--- src/rtl/pipe_pkg.sv ---
// Shared definitions for the pipeline queues: default widths, the NOP word
// and the wrap-around pointer helper.
package pipe_pkg;

   localparam int unsigned DEFAULT_XLEN      = 32;
   localparam logic [31:0] DEFAULT_NOP_INSTR = 32'h0000_0013;  // addi x0,x0,0

   // Explicit compare so non-power-of-two depths wrap correctly.
   function automatic int unsigned next_ptr(input int unsigned ptr, input int unsigned depth);
      return (ptr == depth - 1) ? 0 : ptr + 1;
   endfunction

endpackage

--- src/rtl/pipe_fifo_ctrl.sv ---
// Pointer, occupancy and full/empty control for a circular pipeline buffer.
// Storage lives in the instantiating stage; this block only says where to write/read.
module pipe_fifo_ctrl
   import pipe_pkg::*;
#(
   parameter int unsigned DEPTH = 2,
   localparam int unsigned PW = (DEPTH > 1) ? $clog2(DEPTH) : 1,
   localparam int unsigned CW = $clog2(DEPTH + 1)
) (
   input  logic          clk,
   input  logic          reset,
   input  logic          flush,
   input  logic          in_valid,
   input  logic          out_ready,
   output logic          push,
   output logic          in_ready,
   output logic          out_valid,
   output logic [PW-1:0] rd_ptr,
   output logic [PW-1:0] wr_ptr,
   output logic [CW-1:0] count
);

   logic [PW-1:0] rd_ptr_q, rd_ptr_d, wr_ptr_q, wr_ptr_d;
   logic [CW-1:0] count_q, count_d;
   logic          pop;

   // Ready depends on registered occupancy only: a full buffer refuses even when popping.
   assign in_ready  = (count_q != CW'(DEPTH));
   assign out_valid = (count_q != '0);
   assign push      = in_valid & in_ready & ~flush;
   assign pop       = out_valid & out_ready & ~flush;

   assign rd_ptr = rd_ptr_q;
   assign wr_ptr = wr_ptr_q;
   assign count  = count_q;

   always_comb begin
      rd_ptr_d = rd_ptr_q;
      wr_ptr_d = wr_ptr_q;
      count_d  = count_q;
      if (flush) begin
         rd_ptr_d = '0;
         wr_ptr_d = '0;
         count_d  = '0;
      end else begin
         if (push) wr_ptr_d = PW'(next_ptr(32'(wr_ptr_q), DEPTH));
         if (pop)  rd_ptr_d = PW'(next_ptr(32'(rd_ptr_q), DEPTH));
         case ({push, pop})
            2'b10:   count_d = count_q + 1'b1;
            2'b01:   count_d = count_q - 1'b1;
            default: count_d = count_q;
         endcase
      end
   end

   always_ff @(posedge clk or posedge reset) begin
      if (reset) begin
         rd_ptr_q <= '0;
         wr_ptr_q <= '0;
         count_q  <= '0;
      end else begin
         rd_ptr_q <= rd_ptr_d;
         wr_ptr_q <= wr_ptr_d;
         count_q  <= count_d;
      end
   end

endmodule

--- src/rtl/if_id_queue.sv ---
// IF/ID buffer: a DEPTH-entry FIFO of PC/instruction pairs between fetch and decode,
// flushed on redirect and presenting a NOP bubble to decode while empty.
module if_id_queue
   import pipe_pkg::*;
#(
   parameter int unsigned     XLEN      = DEFAULT_XLEN,
   parameter int unsigned     DEPTH     = 2,
   parameter logic [XLEN-1:0] NOP_INSTR = XLEN'(DEFAULT_NOP_INSTR),
   localparam int unsigned    PW        = (DEPTH > 1) ? $clog2(DEPTH) : 1,
   localparam int unsigned    CW        = $clog2(DEPTH + 1)
) (
   input  logic            clk,
   input  logic            reset,
   input  logic            flush,
   input  logic            inValid,
   output logic            inReady,
   input  logic [XLEN-1:0] inPc,
   input  logic [XLEN-1:0] inInstr,
   output logic            outValid,
   input  logic            outReady,
   output logic [XLEN-1:0] outPc,
   output logic [XLEN-1:0] outInstr,
   output logic [CW-1:0]   count
);

   logic [XLEN-1:0] pc_mem    [DEPTH];
   logic [XLEN-1:0] instr_mem [DEPTH];
   logic [PW-1:0]   rd_ptr, wr_ptr;
   logic            push;

   pipe_fifo_ctrl #(
      .DEPTH (DEPTH)
   ) u_ctrl (
      .clk       (clk),
      .reset     (reset),
      .flush     (flush),
      .in_valid  (inValid),
      .out_ready (outReady),
      .push      (push),
      .in_ready  (inReady),
      .out_valid (outValid),
      .rd_ptr    (rd_ptr),
      .wr_ptr    (wr_ptr),
      .count     (count)
   );

   // Entry data is never cleared; occupancy alone decides what is visible.
   always_ff @(posedge clk) begin
      if (push) begin
         pc_mem[wr_ptr]    <= inPc;
         instr_mem[wr_ptr] <= inInstr;
      end
   end

   always_comb begin
      outPc    = '0;
      outInstr = NOP_INSTR;
      if (outValid) begin
         outPc    = pc_mem[rd_ptr];
         outInstr = instr_mem[rd_ptr];
      end
   end

endmodule

--- config.mk ---
export PLATFORM = sky130hd
export DESIGN_NAME = if_id_queue
export DESIGN_NICKNAME = d
export VERILOG_FILES = /design/src/rtl/pipe_pkg.sv /design/src/rtl/pipe_fifo_ctrl.sv /design/src/rtl/if_id_queue.sv
export SDC_FILE = /design/constraint.sdc
export NUM_CORES = 1
export LEC_CHECK = 0
export CAP_MARGIN = 15
export CORE_MARGIN = 10
export CORE_UTILIZATION = 25
export DETAILED_ROUTE_END_ITERATION = 16
export PLACE_DENSITY_LB_ADDON = 0.08
export RECOVER_POWER = 50
export SLEW_MARGIN = 20
export SYNTH_ARGS = -nofsm -noshare
export SYNTH_HDL_FRONTEND = slang
export SYNTH_SLANG_ARGS = --single-unit
--- constraint.sdc ---
create_clock -name clk -period 11.8 [get_ports clk]
set_input_delay 2.36 -clock clk [delete_from_list [all_inputs] [get_ports clk]]
set_output_delay 2.36 -clock clk [all_outputs]
set_load 0.05 [all_outputs]
==> metrics, run 1 <==
status finished, violations left; violated checks capacitance limit, slew limit; pre-CTS WS 6.71 ns; vias per inst 4.02; clk sinks 132; nets@finish 514; root buf cell clkbuf_16; cts hold-fix bufs 0; hpwl dp 8210 um; initial core utilization ~25%; CP Capture Type output port; area of the core 20100 sq um; register area share after synthesis around 78%; Layout Skew 0.00743 ns; detailed-route DRC error count 0; Fin. Hold Viols 0; slew margin rel. -49.1%; Die ar. 26400 sq um; Mapped Cells just under 300; row cnt 52; largest net degree at the start of global routing 36; GP Congestion 0.718; Chip Width 162 um; WS Path Type reg2out; maximum vdd drop 0.0949 mV; clock transition at the registers of the reported paths 0.05 ns; num ports about 140; post-CTS sizing 0; Tmin final around 5.5 ns; ratio of cells with drive above 1 in the final layout a little over 8%; Placed Cells incl. Taps 696; Final Non-Filler Cells 729; Yosys cell types 23; RSZ-0062 raised after global routing false; Die H 162 um; # Post-CTS Setup Buffers 0; share of total power in sequential cells 43.4%; Worst-Margin Slew 2.24 ns; # setup viols final 0; vias post-DR 2931; CTS max path bufs 2; Final Cycle Share 46.2%; Synth top area share around 76%; Max Clk Rate about 0.18 GHz; drt pass-1 iters 4; cts bufs inserted 17; initial antenna violation count 1; Worst EP required approximately 9.4 ns; Ys Warns 0; Mapped Avg Cell Area 17.1 sq um; syn nets 366; post-route setup slack 6.35 ns; switch share approximately 26%; Post-Place Cell Area around 6700 sq um; Routed WL 12400 um; Final Cell Area about 7300 sq um; CTS tree yes; Pins Over Slew Limit between 60 and 70; Synth area leader edfxtp_1; final hold slack between 0.5 and 0.6 ns; global-route wire length before repair 18900 um; Routed Antenna Nets 0; clk_lat worst skew 0.42 ns; #FFs+latches synth 132; Arr. time, crit path between 3 and 4 ns; Pleak roughly 2.4 nW; Initial DRC Count 163; MaxCap Viol Count 2; crit path max fanout 33; synth top area cells edfxtp_1 76%, mux2i_1 13%, nor2_1 4.6%; Logic pwr share 14.6%; Switch Pwr 0.000323 W; reg-to-reg setup timing slack 8.70 ns; number of H-tree levels 4; vias in the first global route 3353; Clock Power Share 41.9%; Mapped Area 5070 sq um; pwr dens 172 nW/um^2; area growth from synthesis to layout 44.3%; Remaining Overflow, GRT 0; nature of the critical path startpoint flip-flop; worst min path class reg2reg; DR WL/cell 17.0 um; cell-internal power 0.000931 W; Tot GR Track Use 9.54%; total negative slack 0 ns; port bufs 136
-- logic make-up after synthesis --
kind of cell,Yosys count,synth area share (%)
buffers and inverters,17,2.25
and+or+nand+nor,74,5.93
AOI/OAI and AO/OA,8,0.963
xor gates and xnor gates,1,0.173
muxes,65,12.8
DFF,132,77.8
-- routing by layer --
metal  up-vias  part of all wire [%]  global-route usage [%]
li1       1404                     -                       -
met2        94                    47                    14.9
met5         -                     0                       0
met1      1421                    43                    11.2
met4         0                   1.7                    4.47
met3        12                   8.0                    3.97
-- worst max-delay path, stage by stage, from the launching register on --
cell	delay, ns
dfrtp_4	0.81
buf_4	0.61
mux2i_1	0.15
nor2_1	0.18
clkdlybuf4s50_1	0.85
-- path summary, 6_finish.rpt --
path	start	endpoint	cells past startpoint
min in group asynchronous	reset	u_ctrl.count[1]	2
worst min register to register	u_ctrl.wr_ptr	u_ctrl.wr_ptr	2
worst max register to register	u_ctrl.count[1]	pc_mem[0][12]	5
worst max-delay path	u_ctrl.rd_ptr	outPc[17]	4
max in group asynchronous	reset	u_ctrl.rd_ptr	2
worst min-delay path	u_ctrl.wr_ptr	u_ctrl.wr_ptr	2
-- power by group through the flow --
stage                     Sequential [W]  Clock, W  Combinational [W]
after global placement          0.000553         0           0.000193
after CTS                       0.000544  0.000543           0.000194
after floorplan                 0.000551         0           0.000118
after global routing            0.000546  0.000561           0.000196
after detailed placement        0.000554         0           0.000193
final                           0.000544  0.000526           0.000184
-- metrics by stage --
step | total power (W) | utilization (%)
4_1_cts | 0.00128 | 36.4
2_1_floorplan | 0.000669 | -
3_5_place_dp | 0.000747 | 33.5
3_3_place_gp | 0.000746 | 33.5
5_1_grt | 0.00130 | 36.3
6_report | 0.00125 | 36.4
-- area by class of cell --
class	count	area [sq um]
antenna	1	2.50
clock buffer	18	429
clock inverter	14	160
fill	1943	12800
inverter	4	15.0
multi-input combinational	148	1020
sequential	132	3950
tap	270	338
timing repair buffer	142	1400
-- cells in the final DEF (no fill, tap or decap), types with 2 or more instances in the layout --
| cell type | n |
|---|---|
| edfxtp_1 | 128 |
| clkdlybuf4s50_1 | 69 |
| dlygate4sd3_1 | 67 |
| mux2i_1 | 65 |
| nor2_1 | 62 |
| clkbuf_16 | 17 |
| nand2_1 | 4 |
| buf_4 | 4 |
| inv_1 | 3 |
| a21oi_1 | 3 |
| clkinv_1 | 3 |
| bufinv_16 | 3 |
| clkbuf_1 | 3 |
| clkinvlp_4 | 3 |
| dfrtp_1 | 3 |
| o21ai_0 | 2 |
| clkinv_2 | 2 |
| inv_6 | 2 |
-- cell usage after synthesis --
| cell type | n |
|---|---|
| nor2_1 | 62 |
| or3_1 | 1 |
| a21oi_2 | 1 |
| nor2_2 | 1 |
| xor2_1 | 1 |
| nor3b_1 | 2 |
| dfrtp_1 | 4 |
| mux2i_1 | 65 |
| nor2b_1 | 1 |
| o21ai_0 | 2 |
| nor3_1 | 1 |
| nand2_1 | 4 |
| inv_2 | 1 |
| nand3b_1 | 1 |
| o211ai_1 | 1 |
| buf_4 | 1 |
| a21o_1 | 1 |
| inv_1 | 3 |
| a21oi_1 | 3 |
| buf_6 | 5 |
| buf_2 | 7 |
| edfxtp_1 | 128 |
| or2_2 | 1 |
-- flip-flops by register name, summed over array words and instances, names as in the netlist --
register	flops
u_ctrl.wr_ptr	1
u_ctrl.rd_ptr	1
pc_mem	64
instr_mem	64
u_ctrl.count	2
(Power assumes the default switching activity.)
==> inputs of run 2 (changes only) <==
==> constraint.sdc (replaced) <==
create_clock -name clk -period 5.2 [get_ports clk]
set_input_delay 1.04 -clock clk [delete_from_list [all_inputs] [get_ports clk]]
set_output_delay 1.04 -clock clk [all_outputs]
set_load 0.05 [all_outputs]
==> run 2 against run 1 <==
The run still ends with capacitance limit, slew limit left. Clock power rose by 140%. Utilization up 0.35 points. Design area rose by 0.96%.
==> metrics, run 2 (synthesis results as in run 1) <==
status finished, violations left; violated checks capacitance limit, slew limit; Pins Over Slew Limit 58 (-12%); slowest stage delay, CP 0.82 ns (-0.03 ns); port bufs 136 (unchanged); cts hold-fix bufs 0 (unchanged); Final Core Density 36.7% (+0.35 points); post-route setup slack 1.42 ns (-4.93 ns); initial core utilization 25.2% (unchanged); clk sinks 132 (unchanged); Tot GR Track Use 9.34% (-0.20 points); CP Capture Type output port; nature of the critical path startpoint flip-flop; MaxCap Viol Count 2 (unchanged); vias in the first global route 3326 (-0.81%); largest net degree at the start of global routing 42 (+17%); slew margin rel. -12.8% (+36 points); Die H 162 um (unchanged); final hold slack 0.572 ns (-0.00926 ns); drt pass-1 iters 4 (unchanged); crit path max fanout 33 (unchanged); pwr dens 398 nW/um^2 (+130%); Arr. time, crit path 2.74 ns (-0.35 ns); clk_lat worst skew 0.41 ns (about the same); Die ar. 26400 sq um (unchanged); post-CTS sizing 0 (unchanged); Tmin final roughly 3.8 ns; clock transition at the registers of the reported paths 0.05 ns (about the same); # setup viols final 0 (unchanged); RSZ-0062 raised after global routing false; cts bufs inserted 17 (unchanged); crit-path cells nor2_4 > inv_1 > nand2_1 > clkdlybuf4s50_1; CTS max path bufs 2 (unchanged); Initial DRC Count 91 (-44%); DR top layer met5; Top Family by Delay on Critical Path buffers and inverters; maximum vdd drop 0.206 mV (+120%); number of H-tree levels 4 (unchanged); met2 WL post-DR 5730 um (-2.1%); # Post-CTS Setup Buffers 0 (unchanged); CTS tree yes; vias post-DR 2919 (-0.41%); Worst-Margin Slew 1.69 ns (-0.545 ns); total negative slack 0 ns (unchanged); global-route wire length before repair 18700 um (-1.1%); hpwl dp 8070 um (-1.7%); Remaining Overflow, GRT 0 (unchanged); Final Cycle Share about 73%; Fin. Hold Viols 0 (unchanged); nets@finish 514 (unchanged); pre-CTS WS 1.72 ns (-4.99 ns); worst min path class reg2reg; area growth from synthesis to layout 45.7%; Worst EP required 4.16 ns (-5.28 ns); most frequent cells in the layout 128 x edfxtp_1, 69 x clkdlybuf4s50_1, 67 x dlygate4sd3_1; met3 wire length 1120 um (+14%); Chip Width 162 um (unchanged); Tot Pwr 0.00294 W (+130%); row cnt 52 (unchanged); vias per inst 4.00 (-0.41%); DR WL/cell 16.7 um (-1.9%); critical-path cell with the highest stage delay clkdlybuf4s50_1; Layout Skew 0.00536 ns (-0.00207 ns); root buf cell clkbuf_16; GP Congestion 0.694 (-3.3%); WS Path Type reg2out; area of the core 20100 sq um (unchanged); Routed Antenna Nets 0 (unchanged); Max Clk Rate 0.264 GHz; ratio of cells with drive above 1 in the final layout 8.30% (unchanged); Routed WL 12100 um (-1.9%); Buf/Inv on CP 2 (unchanged); num ports 137 (unchanged); initial antenna violation count 2 (+1); Pleak 2.44 nW (+1.5%); detailed-route DRC error count 0 (unchanged); M1 WL 5120 um (-3.7%); most common cell after layout, fill and taps aside edfxtp_1
==> run 2: cell types whose count changed in the layout (fill, tap and decap cells not counted), moves of 2 or more <==
cell	previous run	this run
buf_12	0	2
buf_4	4	2
bufinv_16	3	5
clkinv_1	3	1
clkinv_4	1	3
clkinvlp_4	3	1
==> run 2: worst min-delay path, cell delays in order, from the launching register on <==
cell and delay, ns:
dfrtp_1 0.39, o21ai_0 0.08, a21oi_1 0.06
==> run 2: area by class of cell <==
cell class              instances  area (sq um)
multi-input cells             148          1010
clock buffers                  19           433
repair buffers                142          1420
fillers                      1917         12700
diodes                          1          2.50
well taps                     270           338
flip-flops and latches        132          3950
clock inverters                13           206
inverters                       4          15.0
==> run 2: report_power, final <==
part	switching [W]	internal, W	leakage [nW]	total, W
combinational	0.000270	0.000154	0.901	0.000424
clock	0.000433	0.000851	0.309	0.00128
sequential	0.0000189	0.00121	1.23	0.00123
total	0.000722	0.00222	2.44	0.00294
==> run 2: worst paths after layout <==
| kind | to | start | slack (ns) | cells past startpoint |
|---|---|---|---|---|
| worst max-delay path | outInstr[1] | u_ctrl.count[1] | 1.42 | 4 |
| worst min-delay path | u_ctrl.wr_ptr | u_ctrl.wr_ptr | 0.57 | 2 |
| worst max register to register | pc_mem[1][13] | u_ctrl.count[1] | 2.45 | 5 |
| worst min register to register | u_ctrl.wr_ptr | u_ctrl.wr_ptr | 0.57 | 2 |
| max in group asynchronous | u_ctrl.rd_ptr | reset | 4.06 | 2 |
| min in group asynchronous | u_ctrl.count[0] | reset | 0.97 | 2 |
==> run 2: layer usage <==
| layer | vias to the layer above | global-route usage [%] |
|---|---|---|
| met5 | - | 0 |
| met4 | 2 | 3.97 |
| met3 | 14 | 4.42 |
| met2 | 98 | 14.8 |
| met1 | 1403 | 10.6 |
| li1 | 1402 | - |
==> run 2: through the flow <==
stage          std cells  cell area (sq um)
2_1_floorplan        297               5080
3_3_place_gp         696               6770
3_5_place_dp         696               6770
4_1_cts              728               7410
5_1_grt              728               7380
6_report             729               7380
